[config.mk]
export PLATFORM = sky130hd
export DESIGN_NAME = tdc_hit_readout
export DESIGN_NICKNAME = d
export VERILOG_FILES = /design/src/rtl/tdc_pkg.sv /design/src/rtl/tdc_readout_fifo.sv /design/src/rtl/tdc_hit_readout.sv
export SDC_FILE = /design/constraint.sdc
export NUM_CORES = 1
export LEC_CHECK = 0
export CAP_MARGIN = 30
export CELL_PAD_IN_SITES_DETAIL_PLACEMENT = 1
export CELL_PAD_IN_SITES_GLOBAL_PLACEMENT = 1
export CORE_MARGIN = 10
export CORE_UTILIZATION = 40
export CTS_CLUSTER_DIAMETER = 100
export DETAILED_ROUTE_END_ITERATION = 8
export GPL_TIMING_DRIVEN = 0
export HOLD_SLACK_MARGIN = 0.12
export PLACE_DENSITY_LB_ADDON = 0.25
export SLEW_MARGIN = 40
export SYNTH_ARGS = -nofsm -noshare
export SYNTH_HDL_FRONTEND = slang
export SYNTH_SLANG_ARGS = --single-unit
[constraint.sdc]
create_clock -name clk40 -period 14.95 [get_ports clk40]
set_input_delay 2.99 -clock clk40 [delete_from_list [all_inputs] [get_ports clk40]]
set_output_delay 2.99 -clock clk40 [all_outputs]
set_load 0.005 [all_outputs]
[src/rtl/tdc_pkg.sv]
// Shared types and constants for the TDC hit readout: default code widths,
// hit-word layout and FSM state encoding.
package tdc_pkg;

  localparam int TOA_W_DEF = 10;
  localparam int TOT_W_DEF = 9;
  localparam int CAL_W_DEF = 10;

  localparam int HIT_W = 1 + CAL_W_DEF + TOT_W_DEF + TOA_W_DEF;

  // Field offsets within the hit word {resetFlag, cal, tot, toa}
  localparam int TOA_LSB = 0;
  localparam int TOT_LSB = TOA_W_DEF;
  localparam int CAL_LSB = TOA_W_DEF + TOT_W_DEF;
  localparam int RF_BIT  = HIT_W - 1;

  typedef enum logic [1:0] {
    IDLE    = 2'd0,
    CAPTURE = 2'd1,
    WRITE   = 2'd2
  } tdc_state_e;

endpackage

[src/rtl/tdc_readout_fifo.sv]
// Synchronous show-ahead FIFO: head word is presented on o_data whenever the
// FIFO is non-empty. Push while full is accepted only alongside a pop.
module tdc_readout_fifo #(
  parameter int W     = 30,
  parameter int DEPTH = 8
) (
  input  logic                     clk,
  input  logic                     rst_n,
  input  logic                     i_push,
  input  logic [W-1:0]             i_data,
  input  logic                     i_pop,
  output logic [W-1:0]             o_data,
  output logic [$clog2(DEPTH):0]   o_count,
  output logic                     o_full,
  output logic                     o_empty
);

  localparam int AW = $clog2(DEPTH);

  logic [W-1:0]  r_mem [DEPTH];
  logic [AW-1:0] r_wr_ptr;
  logic [AW-1:0] r_rd_ptr;
  logic [AW:0]   r_count;
  logic          w_do_pop;
  logic          w_do_push;

  assign o_empty   = (r_count == '0);
  assign o_full    = (r_count == (AW+1)'(DEPTH));
  assign w_do_pop  = i_pop & ~o_empty;
  assign w_do_push = i_push & (~o_full | w_do_pop);
  assign o_count   = r_count;
  assign o_data    = o_empty ? '0 : r_mem[r_rd_ptr];

  // Pointers are exactly AW bits wide, so they wrap modulo DEPTH for free.
  always_ff @(posedge clk) begin
    if (!rst_n) begin
      r_wr_ptr <= '0;
      r_rd_ptr <= '0;
      r_count  <= '0;
    end else begin
      if (w_do_push) r_wr_ptr <= r_wr_ptr + 1'b1;
      if (w_do_pop)  r_rd_ptr <= r_rd_ptr + 1'b1;
      case ({w_do_push, w_do_pop})
        2'b10:   r_count <= r_count + 1'b1;
        2'b01:   r_count <= r_count - 1'b1;
        default: r_count <= r_count;
      endcase
    end
  end

  // NOTE: storage is deliberately not reset; o_data is masked to zero while
  // empty, so stale contents can never be observed after a reset.
  always_ff @(posedge clk) begin
    if (w_do_push) r_mem[r_wr_ptr] <= i_data;
  end

endmodule

[src/rtl/tdc_hit_readout.sv]
// TDC encoded-data receiver: synchronizes EncdataWrtClk, captures codes into a
// tagged hit word and buffers it for readout. Optional TOA window filter
// enabled by defining TDC_HIT_WINDOW_EN.
module tdc_hit_readout
  import tdc_pkg::*;
#(
  parameter int TOA_W = TOA_W_DEF,
  parameter int TOT_W = TOT_W_DEF,
  parameter int CAL_W = CAL_W_DEF,
  parameter int DEPTH = 8,
  parameter int OVF_W = 8
) (
  input  logic                           clk40,
  input  logic                           resetn,
  input  logic                           enable,
  input  logic                           encStrobe,
  input  logic                           resetFlag,
  input  logic [TOA_W-1:0]               toaCode,
  input  logic [TOT_W-1:0]               totCode,
  input  logic [CAL_W-1:0]               calCode,
  input  logic [TOA_W-1:0]               toaLow,
  input  logic [TOA_W-1:0]               toaHigh,
  output logic [CAL_W+TOT_W+TOA_W:0]     dout,
  output logic                           doutValid,
  input  logic                           doutReady,
  output logic [$clog2(DEPTH):0]         fifoCount,
  output logic [OVF_W-1:0]               ovfCount,
  output logic [15:0]                    hitCount
);

  localparam int WORD_W = 1 + CAL_W + TOT_W + TOA_W;

  logic              r_s1, r_s2, r_s3, r_rise;
  tdc_state_e        r_state;
  logic [WORD_W-1:0] r_word;
  logic [OVF_W-1:0]  r_ovf;
  logic [15:0]       r_hits;

  logic w_in_window;
  logic w_push_req;
  logic w_pop;
  logic w_drop;
  logic w_push_acc;
  logic w_full;
  logic w_empty;

  // Strobe is asynchronous: two-flop synchronizer, then edge detect on s2/s3.
  always_ff @(posedge clk40) begin
    if (!resetn) begin
      r_s1   <= 1'b0;
      r_s2   <= 1'b0;
      r_s3   <= 1'b0;
      r_rise <= 1'b0;
    end else begin
      r_s1   <= encStrobe;
      r_s2   <= r_s1;
      r_s3   <= r_s2;
      r_rise <= r_s2 & ~r_s3;
    end
  end

  // Rises are only honoured in IDLE, so a strobe during CAPTURE/WRITE is lost.
  always_ff @(posedge clk40) begin
    if (!resetn) begin
      r_state <= IDLE;
      r_word  <= '0;
    end else begin
      case (r_state)
        IDLE:    if (r_rise && enable) r_state <= CAPTURE;
        CAPTURE: begin
          r_word  <= {resetFlag, calCode, totCode, toaCode};
          r_state <= WRITE;
        end
        WRITE:   r_state <= IDLE;
        default: r_state <= IDLE;
      endcase
    end
  end

`ifdef TDC_HIT_WINDOW_EN
  assign w_in_window = (r_word[TOA_W-1:0] >= toaLow) && (r_word[TOA_W-1:0] <= toaHigh);
`else
  logic w_unused_window;
  assign w_unused_window = ^{toaLow, toaHigh};
  assign w_in_window     = 1'b1;
`endif

  assign w_push_req = (r_state == WRITE) && w_in_window;
  assign w_pop      = doutReady & ~w_empty;
  assign w_drop     = w_push_req & w_full & ~w_pop;
  assign w_push_acc = w_push_req & ~w_drop;

  tdc_readout_fifo #(
    .W     (WORD_W),
    .DEPTH (DEPTH)
  ) u_fifo (
    .clk     (clk40),
    .rst_n   (resetn),
    .i_push  (w_push_req),
    .i_data  (r_word),
    .i_pop   (doutReady),
    .o_data  (dout),
    .o_count (fifoCount),
    .o_full  (w_full),
    .o_empty (w_empty)
  );

  always_ff @(posedge clk40) begin
    if (!resetn) begin
      r_ovf  <= '0;
      r_hits <= '0;
    end else begin
      if (w_push_acc)                r_hits <= r_hits + 16'd1;
      if (w_drop && (r_ovf != '1))   r_ovf  <= r_ovf + 1'b1;
    end
  end

  assign doutValid = ~w_empty;
  assign ovfCount  = r_ovf;
  assign hitCount  = r_hits;

endmodule
==> results.sh, run 1 <==
export IMPL_final_area_um2=15100
export IMPL_synth_distinct_cells=50
export IMPL_post_cts_buffers=0
export IMPL_critical_path_class="flop to output port"
export IMPL_yosys_top_cells_area="edfxtp_1, dfxtp_1, mux4_2, mux2i_1, nand2_1"
export IMPL_num_antenna_cells=0
export IMPL_final_hold_viol_count=0
export IMPL_start_kind="flop"
export IMPL_setup_viol_count_final=0
export IMPL_syn2layout_area_growth_pct=24.9
export IMPL_cpPeakStageDelay_ns=0.67
export IMPL_p_leak_uw=0.00490
export IMPL_status="finished, final reports clean"
export IMPL_htree_levels=2
export IMPL_avgSynthCellArea_um2=16.4
export IMPL_post_route_period_util_pct=39.8
export IMPL_drt_pass1_iter_count=5
export IMPL_die_h_um=194
export IMPL_yosys_warnings=0
export IMPL_place_congestion=0.754
export IMPL_ys_ff_latch=313
export IMPL_tritoncts="built"
export IMPL_fmax_mhz=168
export IMPL_cts_clk_slew_worst_paths_ns=0.06
export IMPL_cap_violations=0
export IMPL_root_buffer="clkbuf_16"
export IMPL_place_area_um2=13900
export IMPL_synth_cells=738
export IMPL_cp_num_buf_inv=3
export IMPL_drt_iter0_drc=456
export IMPL_port_buffers=92
export IMPL_finalSetupTns_ns=0
export IMPL_cts_sinks=313
export IMPL_grt_antenna_before_repair=0
export IMPL_clockBufferDepth=3
export IMPL_ctsResizeCount=0
export IMPL_dp_hpwl_um=20400
export IMPL_nFillCells=2906
export IMPL_grt_max_degree=15
export IMPL_power_density_nw_per_um2=122
export IMPL_vias_per_cell=5.30
export IMPL_insertion_delay_ns=0.52
export IMPL_grt_pass1_vias=7751
export IMPL_final_cells=1336
export IMPL_ys_seq_area_share_pct=71.5
export IMPL_cp_max_fo=10
export IMPL_syn_nets=800
export IMPL_ant_nets=0
export IMPL_path_delay_family="buffers and inverters"
export IMPL_core_area_um2=29800
export IMPL_vdd_drop_max_mv=0.0820
export IMPL_yosysTopAreaCell="edfxtp_1"
export IMPL_nNetsFinal=981
export IMPL_route_detailed_drc=0
export IMPL_drt_wl_total_um=29700
export IMPL_crit_chain="clkbuf_1 > clkbuf_1 > mux4_2 > mux2i_1 > nor2_1 > clkdlybuf4s50_1"
export IMPL_gr_usage_all_layers_pct=15.6
export IMPL_dieWidth_um=194
export IMPL_critPathArrivalTime_ns=2.95
export IMPL_end_kind="output port"
export IMPL_overflow=0
export IMPL_cts_hold_buf=0
export IMPL_cp_required_ns=11.96
export IMPL_multi_input_area_um2=3300
export IMPL_worst_slew_pin_slew_ns=0.827
export IMPL_fin_crit_ns=5.94
export IMPL_crit_slowest_cell="clkbuf_1"
export IMPL_yosysTopAreaCellShare_pct=59.5
export IMPL_dp_cells=1272
export IMPL_rows=63
export IMPL_regArea_um2=8670
export IMPL_clock_skew_ns=0.0219
export IMPL_drv_slew=0
export IMPL_cpMostUsedCell="clkbuf_1"
export IMPL_grt_pass1_wl_um=46200
export IMPL_wire_per_inst_um=22.2
export IMPL_rsz0062_at_grt="no"
export IMPL_drive_gt1_share_pct=21.2
export IMPL_io_pins=114
export IMPL_syn_area_um2=12100
export IMPL_hold_class="flop to flop"
export IMPL_whs_ns=0.383
export IMPL_vias=7077
export IMPL_cts_inserted_buffers=35
export IMPL_hold_start="r_s3"
export IMPL_timing_slew_headroom_pct=44.8
export IMPL_worst_r2r_startpoint="u_fifo.o_count[0]"
export IMPL_die_area_um2=37600
export IMPL_initial_utilization_pct=40.7
## per-layer routing
metal,global-route usage (%),wire [um],vias to the layer above
li1,-,-,3225
met1,19.6,12400,3629
met2,26.9,15100,188
met3,3.35,1750,35
met4,3.78,453,0
met5,0,0,-
## power breakdown
group	internal, uW	leakage [uW]	switching [uW]	total, uW
combinational	14.8	0.00151	12.9	27.8
clock	540	0.000578	344	885
sequential	926	0.00281	1.75	928
total	1480	0.00490	359	1840
## kinds of logic after synthesis
group | count (synthesis) | synth area share [%]
DFF | 313 | 71.5
and+or+nand+nor | 189 | 7.69
muxes | 94 | 14.0
AOI/OAI and AO/OA | 79 | 3.75
buffers and inverters | 47 | 1.61
xor gates and xnor gates | 9 | 0.713
adders and majority gates | 7 | 0.723
## sequential cells by signal, indices dropped and copies added, names as in the netlist, named ones only
| register | cells |
|---|---|
| u_fifo.r_mem | 240 |
| r_word | 30 |
| hitCount | 16 |
| ovfCount | 8 |
| u_fifo.o_count | 4 |
| u_fifo.r_rd_ptr | 3 |
| u_fifo.r_wr_ptr | 3 |
| r_state | 2 |
| r_rise | 1 |
| r_s1 | 1 |
| r_s2 | 1 |
| r_s3 | 1 |
## area by class of cell
class                           instances  share of cell area (%)
Timing Repair Buffer                  144                    8.37
Buffer                                 40                    1.15
Clock inverter                         16                    1.41
Sequential cell                       313                    57.3
Clock buffer                           48                    6.58
Multi-Input combinational cell        378                    21.8
Tap cell                              390                    3.22
Inverter                                7                   0.174
## cell usage in the layout, fill, tap and decap left out, types with 3 or more instances in the layout
master,netlist,routed
a21oi_1,52,52
and2_1,5,5
and4_1,3,3
buf_2,9,41
buf_4,0,16
buf_6,1,3
bufinv_16,0,4
clkbuf_1,29,32
clkbuf_16,0,36
clkbuf_2,0,4
clkbuf_8,0,5
clkdlybuf4s50_1,0,92
clkinv_2,0,3
clkinvlp_4,0,4
dfxtp_1,73,73
edfxtp_1,240,240
ha_1,7,7
inv_1,4,4
inv_2,3,3
mux2i_1,34,34
mux4_2,60,60
nand2_1,77,77
nand2b_1,4,4
nand3_1,6,6
nand4_1,4,4
nor2_1,42,41
nor2b_1,6,6
o21ai_0,11,11
o31ai_1,4,4
or3_1,13,13
or4_1,6,6
xnor2_1,3,3
xor2_1,5,5
## metrics by stage
stage / setup WS [ns] / power, uW / utilization [%]
2_1_floorplan: 7.60 / 957 / -
3_3_place_gp: 3.38 / 974 / 45.4
3_5_place_dp: 9.01 / 975 / 46.7
4_1_cts: 8.95 / 1860 / 50.8
5_1_grt: 8.87 / 1900 / 50.8
6_report: 9.01 / 1840 / 50.8
## synth_stat cells (all sizes together)
cell    count
o32ai       1
ha          7
dfxtp      73
mux4       60
or2b        1
or4         6
nor4        3
nor4b       2
and2        5
o21ai      13
nand2b      4
mux2i      34
o31ai       4
nor2b       6
o221a       1
o41ai       1
buf        11
and2b       1
and4b       1
and3        2
nand3       7
nor3        5
a211oi      1
and4        4
a31oi       1
or3        14
edfxtp    240
nor2       43
a21oi      53
o211ai      4
clkbuf     29
nand4       4
xnor2       4
nand3b      2
nor3b       2
inv         7
xor2        5
nand2      77
## path summary, 6_finish.rpt
path                             to  cells past startpoint  slack (ns)
setup reg to reg  u_fifo.o_count[2]                     12       12.10
hold reg to reg              r_rise                      1        0.38
hold / removal               r_rise                      1        0.38
setup / recovery           dout[29]                      6        9.01
Power figures use the tool's default switching activity.
==> run 2, diff against run 1 <==
==> constraint.sdc (replaced) <==
create_clock -name clk40 -period 5.7 [get_ports clk40]
set_input_delay 1.14 -clock clk40 [delete_from_list [all_inputs] [get_ports clk40]]
set_output_delay 1.14 -clock clk40 [all_outputs]
set_load 0.005 [all_outputs]
==> results of run 2 <==
The final DEF is identical to that of run 1. Status: finished, final reports clean.
Main changes from that run: setup slack after placement 9.01 ns -> 1.61 ns; setup slack after layout 9.01 ns -> 1.61 ns; register-to-register setup slack 12.10 ns -> 2.85 ns; total power 1840 uW -> 4830 uW; worst IR drop on VDD 0.0820 mV -> 0.215 mV
==> run 3, diff against run 2 <==
==> constraint.sdc (replaced) <==
create_clock -name clk40 -period 3.95 [get_ports clk40]
set_input_delay 0.79 -clock clk40 [delete_from_list [all_inputs] [get_ports clk40]]
set_output_delay 0.79 -clock clk40 [all_outputs]
set_load 0.005 [all_outputs]
==> run 3 against run 2 <==
Sequential power rose by 44%. Register-to-register slack got worse by 1.7 ns. First-iteration DRC count down 14%. Core utilization shrank 0.46 points. Clock-buffer cell count increased by 3. Cell area is 0.90% lower. Clock power grew 33%. Final cell count fell by 1.7%. Critical path type unchanged. Largest power group unchanged. Highest routed layer unchanged.
==> results.sh, run 3 (synthesis gave the netlist of run 1 again) <==
export IMPL_place_congestion=0.725
export IMPL_insertion_delay_ns=0.51
export IMPL_setup_ws_ns=0.174
export IMPL_power_density_nw_per_um2=447
export IMPL_status="finished, final reports clean"
export IMPL_drt_wl_total_um=29400
export IMPL_start_kind="flop"
export IMPL_final_common_cell="edfxtp_1"
export IMPL_die_h_um=194
export IMPL_overflow=0
export IMPL_cts_inserted_buffers=34
export IMPL_final_cells=1313
export IMPL_ant_nets=0
export IMPL_whs_ns=0.387
export IMPL_reg2reg_depth=12
export IMPL_grt_pass1_wl_um=45700
export IMPL_wire_per_inst_um=22.4
export IMPL_grt_max_degree=15
export IMPL_post_cts_buffers=0
export IMPL_timing_slew_headroom_pct=44.1
export IMPL_cpPeakStageDelay_ns=0.65
export IMPL_cap_violations=0
export IMPL_initial_utilization_pct=40.7
export IMPL_post_route_period_util_pct=95.6
export IMPL_drive_gt1_share_pct=18.2
export IMPL_clockBufferDepth=3
export IMPL_rsz0062_at_grt="no"
export IMPL_finalSetupTns_ns=0
export IMPL_worstHoldPathCells=1
export IMPL_setup_viol_count_final=0
export IMPL_dp_hpwl_um=20100
export IMPL_route_detailed_drc=0
export IMPL_crit_chain="clkbuf_1 > clkbuf_1 > mux4_2 > mux2i_1 > nor2_1 > clkdlybuf4s50_1"
export IMPL_port_buffers=92
export IMPL_layout_common_cells="edfxtp_1, clkdlybuf4s50_1, nand2_1"
export IMPL_worst_r2r_startpoint="u_fifo.o_count[1]"
export IMPL_syn2layout_area_growth_pct=23.8
export IMPL_clock_skew_ns=0.00972
export IMPL_cpMostUsedCell="clkbuf_1"
export IMPL_p_leak_uw=0.00473
export IMPL_critPathArrivalTime_ns=2.99
export IMPL_fin_util_pct=50.3
export IMPL_gr_usage_all_layers_pct=15.5
export IMPL_core_area_um2=29800
export IMPL_rows=63
export IMPL_fin_crit_ns=3.78
export IMPL_htree_levels=2
export IMPL_cts_sinks=313
export IMPL_root_buffer="clkbuf_16"
export IMPL_vdd_drop_max_mv=0.225
export IMPL_largest_reg_flops=240
export IMPL_worst_slew_pin_slew_ns=0.839
export IMPL_num_antenna_cells=0
export IMPL_path_depth=6
export IMPL_fmax_mhz=265
export IMPL_hold_start="r_s3"
export IMPL_ctsResizeCount=0
export IMPL_grt_antenna_before_repair=0
export IMPL_final_hold_viol_count=0
export IMPL_hold_class="flop to flop"
export IMPL_regMostFlops="u_fifo.r_mem"
export IMPL_path_delay_family="buffers and inverters"
export IMPL_tritoncts="built"
export IMPL_ff2ff_setup_slack_ns=1.13
export IMPL_dieWidth_um=194
export IMPL_crit_slowest_cell="clkbuf_1"
export IMPL_vias_per_cell=5.25
export IMPL_end_kind="output port"
export IMPL_cts_hold_buf=0
export IMPL_drt_iter0_drc=394
export IMPL_cp_max_fo=10
export IMPL_grt_pass1_vias=7421
export IMPL_nNetsFinal=960
export IMPL_drt_pass1_iter_count=6
export IMPL_dp_cells=1252
export IMPL_critical_path_class="flop to output port"
export IMPL_io_pins=114
export IMPL_cp_required_ns=3.16
export IMPL_die_area_um2=37600
export IMPL_drv_slew=0
export IMPL_pre_cts_ws_ns=0.200
export IMPL_vias=6892
export IMPL_cp_num_buf_inv=3
export IMPL_cts_clk_slew_worst_paths_ns=0.06
## run 3: power by group
group | total, uW | leakage (uW) | internal [uW] | switching (uW)
logic | 107 | 0.00140 | 56.2 | 50.9
registers | 3510 | 0.00281 | 3510 | 6.81
clock network | 3080 | 0.000520 | 1860 | 1230
## run 3: path summary, 6_finish.rpt
check | to
hold reg to reg | r_rise
hold / removal | r_rise
setup / recovery | dout[29]
setup reg to reg | u_fifo.o_count[2]
## run 3: final cells by class
type                    instances  area, um^2
fillers                      2881       14800
flip-flops and latches        313        8670
multi-input cells             378        3340
repair buffers                124        1220
clock buffers                  51         946
well taps                     390         488
plain buffers                  40         173
clock inverters                10         129
inverters                       7        26.3
## run 3: through the flow
step	total power [uW]	cell area, um^2
after floorplan	3620	12100
after global placement	3690	13600
after detailed placement	3690	13900
after CTS	6780	15000
after global routing	6930	15000
final	6700	15000
## run 3: routing by layer
layer	wire length [um]	track usage, %	share of wire, %
met2	14500	25.7	49
met5	0	0	0
met3	1990	4.44	6.8
met4	466	3.38	1.6
met1	12400	19.7	42
